<file path="src/rtl/acc_pkg.sv">
// Shared accelerator definitions: weight/kernel widths, weight loader
// state encodings and the channel-offset multiply helper.
package acc_pkg;

   localparam int unsigned WW = 8;        // bits per weight
   localparam int unsigned KW = 9 * WW;   // one fused 3x3 kernel per word

   typedef enum logic [2:0] {
      WL_IDLE  = 3'd0,
      WL_CALC  = 3'd1,
      WL_READ  = 3'd2,
      WL_DRAIN = 3'd3,
      WL_DONE  = 3'd4
   } wl_state_t;

   // Full-precision product of two 8-bit channel quantities.
   function automatic logic [15:0] mul8x8(input logic [7:0] a, input logic [7:0] b);
      return 16'(a) * 16'(b);
   endfunction

endpackage

</file>
<file path="src/rtl/wl_addr_gen.sv">
// Weight SRAM address generator: latches och_base = wbase + och*in_ch on
// load, then walks the input-channel index one step per read strobe.
module wl_addr_gen
   import acc_pkg::*;
#(
   parameter int unsigned AW = 16
) (
   input  logic          clk,
   input  logic          rst,
   input  logic          load,
   input  logic          step,
   input  logic [7:0]    och,
   input  logic [7:0]    in_ch,
   input  logic [AW-1:0] wbase,
   output logic [AW-1:0] addr,
   output logic [7:0]    ich,
   output logic          last
);

   logic [AW-1:0] och_base;
   logic [15:0]   prod;

   assign prod = mul8x8(och, in_ch);

   // Base address register and input-channel counter
   always_ff @(posedge clk or posedge rst) begin
      if (rst) begin
         och_base <= '0;
         ich      <= '0;
      end else if (load) begin
         och_base <= wbase + AW'(prod);
         ich      <= '0;
      end else if (step) begin
         ich <= ich + 8'd1;
      end
   end

   // Sum wraps modulo 2^AW by construction
   assign addr = och_base + AW'(ich);
   assign last = (ich == in_ch - 8'd1);

endmodule

</file>
<file path="src/rtl/weight_loader.sv">
// Weight loader: on each weight_start, copies the in_ch kernel words of one
// output channel from weight SRAM into the current fill bank of a ping-pong
// weight buffer, then pulses weight_done and publishes that bank.
module weight_loader
   import acc_pkg::*;
#(
   parameter int unsigned WW  = acc_pkg::WW,
   parameter int unsigned KW  = 9 * WW,
   parameter int unsigned AW  = 16,
   parameter int unsigned BAW = 8
) (
   input  logic           clk,
   input  logic           rst,
   input  logic [7:0]     in_ch,
   input  logic [7:0]     out_ch,
   input  logic [AW-1:0]  wbase_addr,
   input  logic           weight_start,
   input  logic [7:0]     weight_och_cnt,
   output logic           weight_done,
   output logic           wmem_rd_en,
   output logic [AW-1:0]  wmem_addr,
   input  logic [KW-1:0]  wmem_rd_data,
   output logic           wbuf_wr_en,
   output logic           wbuf_wr_bank,
   output logic [BAW-1:0] wbuf_wr_addr,
   output logic [KW-1:0]  wbuf_wr_data,
   output logic           wbuf_rd_bank,
   output logic           busy,
   output logic           err_pulse
);

   wl_state_t     state;
   logic [7:0]    och_q;
   logic [7:0]    in_ch_q;
   logic [AW-1:0] wbase_q;
   logic          fill_bank;

   logic          ag_load;
   logic          ag_last;
   logic [7:0]    ag_ich;
   logic [AW-1:0] ag_addr;

   assign ag_load = (state == WL_CALC);

   wl_addr_gen #(
      .AW (AW)
   ) u_addr_gen (
      .clk   (clk),
      .rst   (rst),
      .load  (ag_load),
      .step  (wmem_rd_en),
      .och   (och_q),
      .in_ch (in_ch_q),
      .wbase (wbase_q),
      .addr  (ag_addr),
      .ich   (ag_ich),
      .last  (ag_last)
   );

   assign wmem_addr    = ag_addr;
   assign wbuf_wr_data = wmem_rd_data;
   assign wbuf_wr_bank = fill_bank;

   // Control FSM with registered strobes, bank swap and error reporting.
   // The no-read path still passes through DRAIN so weight_done lands two
   // edges after the start, matching the read path's CALC+DRAIN overhead.
   always_ff @(posedge clk or posedge rst) begin
      if (rst) begin
         state        <= WL_IDLE;
         och_q        <= '0;
         in_ch_q      <= '0;
         wbase_q      <= '0;
         fill_bank    <= 1'b0;
         wbuf_rd_bank <= 1'b0;
         wmem_rd_en   <= 1'b0;
         weight_done  <= 1'b0;
         err_pulse    <= 1'b0;
         busy         <= 1'b0;
      end else begin
         weight_done <= 1'b0;
         err_pulse   <= 1'b0;
         case (state)
            WL_IDLE: begin
               if (weight_start) begin
                  och_q   <= weight_och_cnt;
                  in_ch_q <= in_ch;
                  wbase_q <= wbase_addr;
                  busy    <= 1'b1;
                  state   <= WL_CALC;
               end
            end
            WL_CALC: begin
               err_pulse <= weight_start || (och_q >= out_ch);
               if ((in_ch_q == '0) || (och_q >= out_ch)) begin
                  state <= WL_DRAIN;
               end else begin
                  wmem_rd_en <= 1'b1;
                  state      <= WL_READ;
               end
            end
            WL_READ: begin
               err_pulse <= weight_start;
               if (ag_last) begin
                  wmem_rd_en <= 1'b0;
                  state      <= WL_DRAIN;
               end
            end
            WL_DRAIN: begin
               err_pulse   <= weight_start;
               weight_done <= 1'b1;
               state       <= WL_DONE;
            end
            WL_DONE: begin
               err_pulse    <= weight_start;
               wbuf_rd_bank <= fill_bank;
               fill_bank    <= ~fill_bank;
               busy         <= 1'b0;
               state        <= WL_IDLE;
            end
            default: begin
               wmem_rd_en <= 1'b0;
               busy       <= 1'b0;
               state      <= WL_IDLE;
            end
         endcase
      end
   end

   // Buffer write strobe/address trail the SRAM read by one cycle
   always_ff @(posedge clk or posedge rst) begin
      if (rst) begin
         wbuf_wr_en   <= 1'b0;
         wbuf_wr_addr <= '0;
      end else begin
         wbuf_wr_en <= wmem_rd_en;
         if (wmem_rd_en) begin
            wbuf_wr_addr <= BAW'(ag_ich);
         end
      end
   end

endmodule

</file>
<file path="config.mk">
export PLATFORM = sky130hd
export DESIGN_NAME = weight_loader
export DESIGN_NICKNAME = d
export VERILOG_FILES = /design/src/rtl/acc_pkg.sv /design/src/rtl/wl_addr_gen.sv /design/src/rtl/weight_loader.sv
export SDC_FILE = /design/constraint.sdc
export NUM_CORES = 1
export LEC_CHECK = 0
export BUFFER_PORTS_ARGS = -buffer_cell sky130_fd_sc_hd__buf_4
export CAP_MARGIN = 10
export CORE_MARGIN = 2
export CORE_UTILIZATION = 48
export DETAILED_ROUTE_END_ITERATION = 10
export MAX_ROUTING_LAYER = met4
export PLACE_DENSITY_LB_ADDON = 0.3
export SLEW_MARGIN = 40
export SYNTH_ARGS = -nofsm -noshare
export SYNTH_HDL_FRONTEND = slang
export SYNTH_SLANG_ARGS = --single-unit
export TNS_END_PERCENT = 50
</file>
<file path="constraint.sdc">
create_clock -name clk -period 4.18 [get_ports clk]
set_clock_uncertainty 0.2 [all_clocks]
set_input_delay 0.836 -clock clk [delete_from_list [all_inputs] [get_ports clk]]
set_output_delay 0.836 -clock clk [all_outputs]
set_load 0.02 [all_outputs]
</file>
# Yosys cells after proc, flatten, opt, wreduce, memory -nomap -nowiden

Index checks and enable logic that the tools add are counted.

Flip-flop bits (word level): 74

Equality and inequality tests: 8
Add/sub/neg operators: 4
Bitwise logic cells: 3
Reduce and logical (&&, ||, !) cells: 12
$lt $le $gt $ge: 1
Multipliers: 1
Multiplexer cells: 13

Operators with widths:

| kind                                                                | number |
|---|---|
| 16-bit adder                                                        | 1 |
| 16-bit by 8-bit adder with 16-bit output                            | 1 |
| 8-bit by 8-bit multiplier with 16-bit output                        | 1 |
| 8-bit two-way mux                                                   | 2 |
| 3-bit case mux with 4 select lines                                  | 1 |
| 3-bit OR reduction                                                  | 3 |
| 8-bit by 1-bit adder with 8-bit output (second input constant)      | 1 |
| 8-bit == test                                                       | 1 |
| 8-bit greater-or-equal comparator                                   | 1 |
| 8-bit zero test                                                     | 1 |
| 8-bit by 1-bit subtractor with 8-bit output (second input constant) | 1 |
| 3-bit by 2-bit == test with 1-bit output (second input constant)    | 2 |
| 3-bit two-way mux                                                   | 2 |
| 2-bit inequality test (second input constant)                       | 3 |
| 2-bit AND reduction                                                 | 3 |
| 1-bit two-way mux                                                   | 5 |
| 1-bit case mux with 2 select lines                                  | 2 |
| 3-bit by 1-bit == test with 1-bit output (second input constant)    | 1 |
| 3-bit == test (second input constant)                               | 1 |
| 3-bit zero test                                                     | 1 |
| 1-bit inverter                                                      | 3 |
| 1-bit case mux with 3 select lines                                  | 1 |
| 3-bit AND reduction                                                 | 1 |
| 1-bit logical OR                                                    | 2 |
| 2-bit nonzero test                                                  | 1 |

# Logic depth before layout (Yosys ltp)

Depth in word-level cells: 4
Depth in mapped cells: 18
Mapped depth without buffers: 17

# By module

A second synthesis with hierarchy kept.

Cells, all modules: 711
Area, all modules: 6891.6 µm²

Modules (own cells, without submodules):

| module        | times used | area each (µm²) | cells an instance |
|---|---|---|---|
| wl_addr_gen   | 1          | 4190.3          | 482 |
| weight_loader | 1          | 2701.3          | 229 |

# Least setup slack after synthesis

No wires, ideal clock.

Kind: register to register
From: register in_ch_q[4]
To: register u_addr_gen.och_base[15]
Required time: 3853 ps
Stages on the path, launching flop included: 17
Buffers on the path: 1
Arrival: 4286 ps
Setup slack: -433 ps
Cells stage by stage: dfrtp_1 > clkbuf_1 > nand2_1 > fa_1 > inv_1 > fa_1 > fa_1 > inv_1 > fa_1 > inv_1 > ha_1 > or2_2 > a21oi_1 > a31oi_1 > a311oi_1 > xnor2_1 > o21ai_1

Word-level cells in the longest chain between the ends: 2

RTL lines:

| what                                         | RTL line            | RTL |
|---|---|---|
| start, declared                              | weight_loader.sv:34 | `logic [7:0] in_ch_q;` |
| start signal, assigned                       | weight_loader.sv:86 | `in_ch_q <= in_ch;` |
| 8-bit by 8-bit multiplier with 16-bit output | acc_pkg.sv:18       | `return 16'(a) * 16'(b);` |
| 16-bit adder                                 | wl_addr_gen.sv:31   | `och_base <= wbase + AW'(prod);` |
| end signal, assigned                         | wl_addr_gen.sv:31   |  |
| end, declared                                | wl_addr_gen.sv:20   | `logic [AW-1:0] och_base;` |

Every way passes these cells.
A chain may end at the register's enable or synchronous reset.

# Worst setup path after layout

From: register in_ch_q[7]
To: register u_addr_gen.och_base[15]

Same word-level chain as after synthesis.

==> reports/metrics.yaml <==
cells_and_area:
  nNetsFinal: 1011
  layout.cells.non_filler: 977
  final_common_cell: "buf_4"
  diodes: 0
  synthToLayoutAreaGrowth_pct: 18.0
  final_area_mm2: 0.00799
  final_core_util_pct: 57.8
  layout.cells.most_common_list: "buf_4 (135), inv_1 (109), nand2_1 (75)"
  num-fill-cells: 1201
  drive_above_1_share_pct: 28.9
status:
  violations: "negative setup slack"
  status: "finished with violations"
synth:
  synth_nets: 955
  synth_ff_type: "dfrtp_1"
  yosysTopAreaCellShare_pct: 27.4
  synth_top_area_cell: "dfrtp_1"
  yosys_register_bits: 74
  synth-async-reset-ratio_pct: 100
  synth_cell_type_count: 52
  netlist_area_mm2: 0.00677
  ys_seq_area_share_pct: 27.4
  synth_warnings: 0
  avgSynthCellArea_um2: 9.20
  yosys-top-cells-area: "dfrtp_1 (27%), fa_1 (15%), ha_1 (9.8%)"
  postSynthCellCount: 736
  synth_edf_count: 0
timing:
  whs_ns: 0.282
  min_period_ns: 4.30
  setup_viol: 3
  fmax_ghz: 0.232
  rsz0062_at_grt: "yes"
  slew_headroom_pct: 50.2
  drv_slew: 0
  max_slew.worst_pin.slew_ns: 0.746
  hold_viol: 0
  fin_ws_ns: -0.122
  min_period_over_period_pct: 103
placement:
  post-dp-hpwl_um: 11800
  port_buffers: 73
  place_inst: 945
  gp_congestion: 0.857
  placed_cell_area_mm2: 0.00742
global_route:
  grt_max_degree: 75
  grt_usage_pct: 22.0
  grt_pass1_wl_um: 25000
  antenna_found_initial: 0
  grt_pass1_vias: 5175
  grt-ovfl-total: 0
floorplanning:
  start_util_pct: 49.0
  boundaryPins: 218
  rows: 43
  dieArea_mm2: 0.0151
  die_height_um: 123
  core_mm2: 0.0138
  die_w_um: 123
drt:
  wl_met3_um: 860
  wl_per_cell_um: 15.2
  wl_met2_um: 6960
  post_drt_via_cell_ratio: 5.01
  drt-pass1-iter-count: 4
  routed.top_layer: "met4"
  ant_nets: 0
  drt_iter0_markers: 173
  met1Wirelength_um: 6390
  drc: 0
  routed_wl_um: 14800
  via_count: 4890
clock_network:
  htreeDepth: 3
  cts_tree: "built"
  clk_transition_reported_paths_ns: 0.06
  clock_path_buffers: 2
  cts_root_buf: "clkbuf_16"
  clock-sinks: 74
  clock_latency_ns: 0.35
  cts_made_buffers: 9
hold_path:
  hp-start: "u_addr_gen.och_base[5]"
  hold_class: "reg2reg"
setup_path:
  critPathLaunchType: "flop"
  crit_arrival_ns: 4.32
  r2r_setup_slack_ns: -0.12
  crit_start: "in_ch_q[7]"
  end_kind: "flop"
  r2r_start: "in_ch_q[7]"
  crit_required_ns: 4.20
  cp_max_fo: 7
  path_class: "reg2reg"
flow_run:
  maxCapViolCount: 0
==> state kept, by name, summed over array words and instances, names as in the netlist, 3 cells and up <==
| register | flops |
|---|---|
| in_ch_q | 8 |
| och_q | 8 |
| state | 3 |
| u_addr_gen.ich | 8 |
| u_addr_gen.och_base | 16 |
| wbase_q | 16 |
| wbuf_wr_addr | 8 |
==> synthesized netlist by cell type (16+ instances only) <==
library cell  number
nor2_1            25
xor2_1            16
buf_4             72
xnor2_1           27
o21ai_0           26
inv_1            114
fa_1              51
and2_1            27
clkbuf_1          20
nand2_1           82
dfrtp_1           74
ha_1              53
==> path summary, 6_finish.rpt <==
check,to,cells after the start
max in group asynchronous,och_q[6],3
setup / recovery,u_addr_gen.och_base[15],14
setup reg to reg,u_addr_gen.och_base[15],14
min in group asynchronous,wbuf_wr_addr[2],3
hold / removal,u_addr_gen.och_base[5],2
hold reg to reg,u_addr_gen.och_base[5],2
==> through the flow <==
| stage | setup TNS (ns) | setup WS, ns |
|---|---|---|
| finish | -0.181 | -0.122 |
| global route | -1.29 | -0.258 |
| CTS | -0.177 | -0.0821 |
| detailed placement | -1.28 | -0.358 |
| global placement | -0.933 | -0.320 |
| floorplan | 0 | 0.00829 |
==> area by class of cell <==
class | count | area, um2 | share of cell area, %
Clock buffer | 12 | 246 | 3.09
Clock inverter | 4 | 27.5 | 0.345
Inverter | 116 | 435 | 5.45
Multi-Input combinational cell | 450 | 4100 | 51.3
Sequential cell | 74 | 1870 | 23.4
Tap cell | 180 | 225 | 2.82
Timing Repair Buffer | 141 | 1090 | 13.6
==> kinds of logic after synthesis <==
logic type / after synthesis / synth area share (%)
buf+inv: 212 / 16.0
mux: 32 / 5.27
compound gates: 83 / 7.47
simple gates: 188 / 13.4
flops: 74 / 27.4
xor+xnor: 43 / 5.56
fa+ha+maj: 104 / 24.9
==> metal layers <==
layer,track usage (%),vias to the layer above
met1,27.2,2310
met5,-,-
li1,-,2383
met4,11.1,0
met3,4.04,61
met2,34.7,136
==> what timing repair did <==
item | in CTS | in global routing
pin swaps | 15 | 15
buffers inserted | 12 | 4
gates resized for setup | 32 | 11
hold buffers | 0 | 0
endpoints found under the setup margin | 8 | 8
==> worst max-delay path, stage by stage, from the launching register on <==
cell and delay [ns]:
dfrtp_2 0.48, and2_4 0.17, fa_1 0.55, fa_1 0.43, fa_1 0.51, inv_1 0.05, fa_1 0.50, inv_2 0.05
ha_4 0.24, and3_4 0.16, a21oi_4 0.15, a31oi_4 0.12, a311oi_2 0.30, xnor2_1 0.15, o21ai_1 0.08
Power is left out: the tool's default activity adds up to more than one toggle a clock period on the data nets, which glitch-free logic cannot reach.
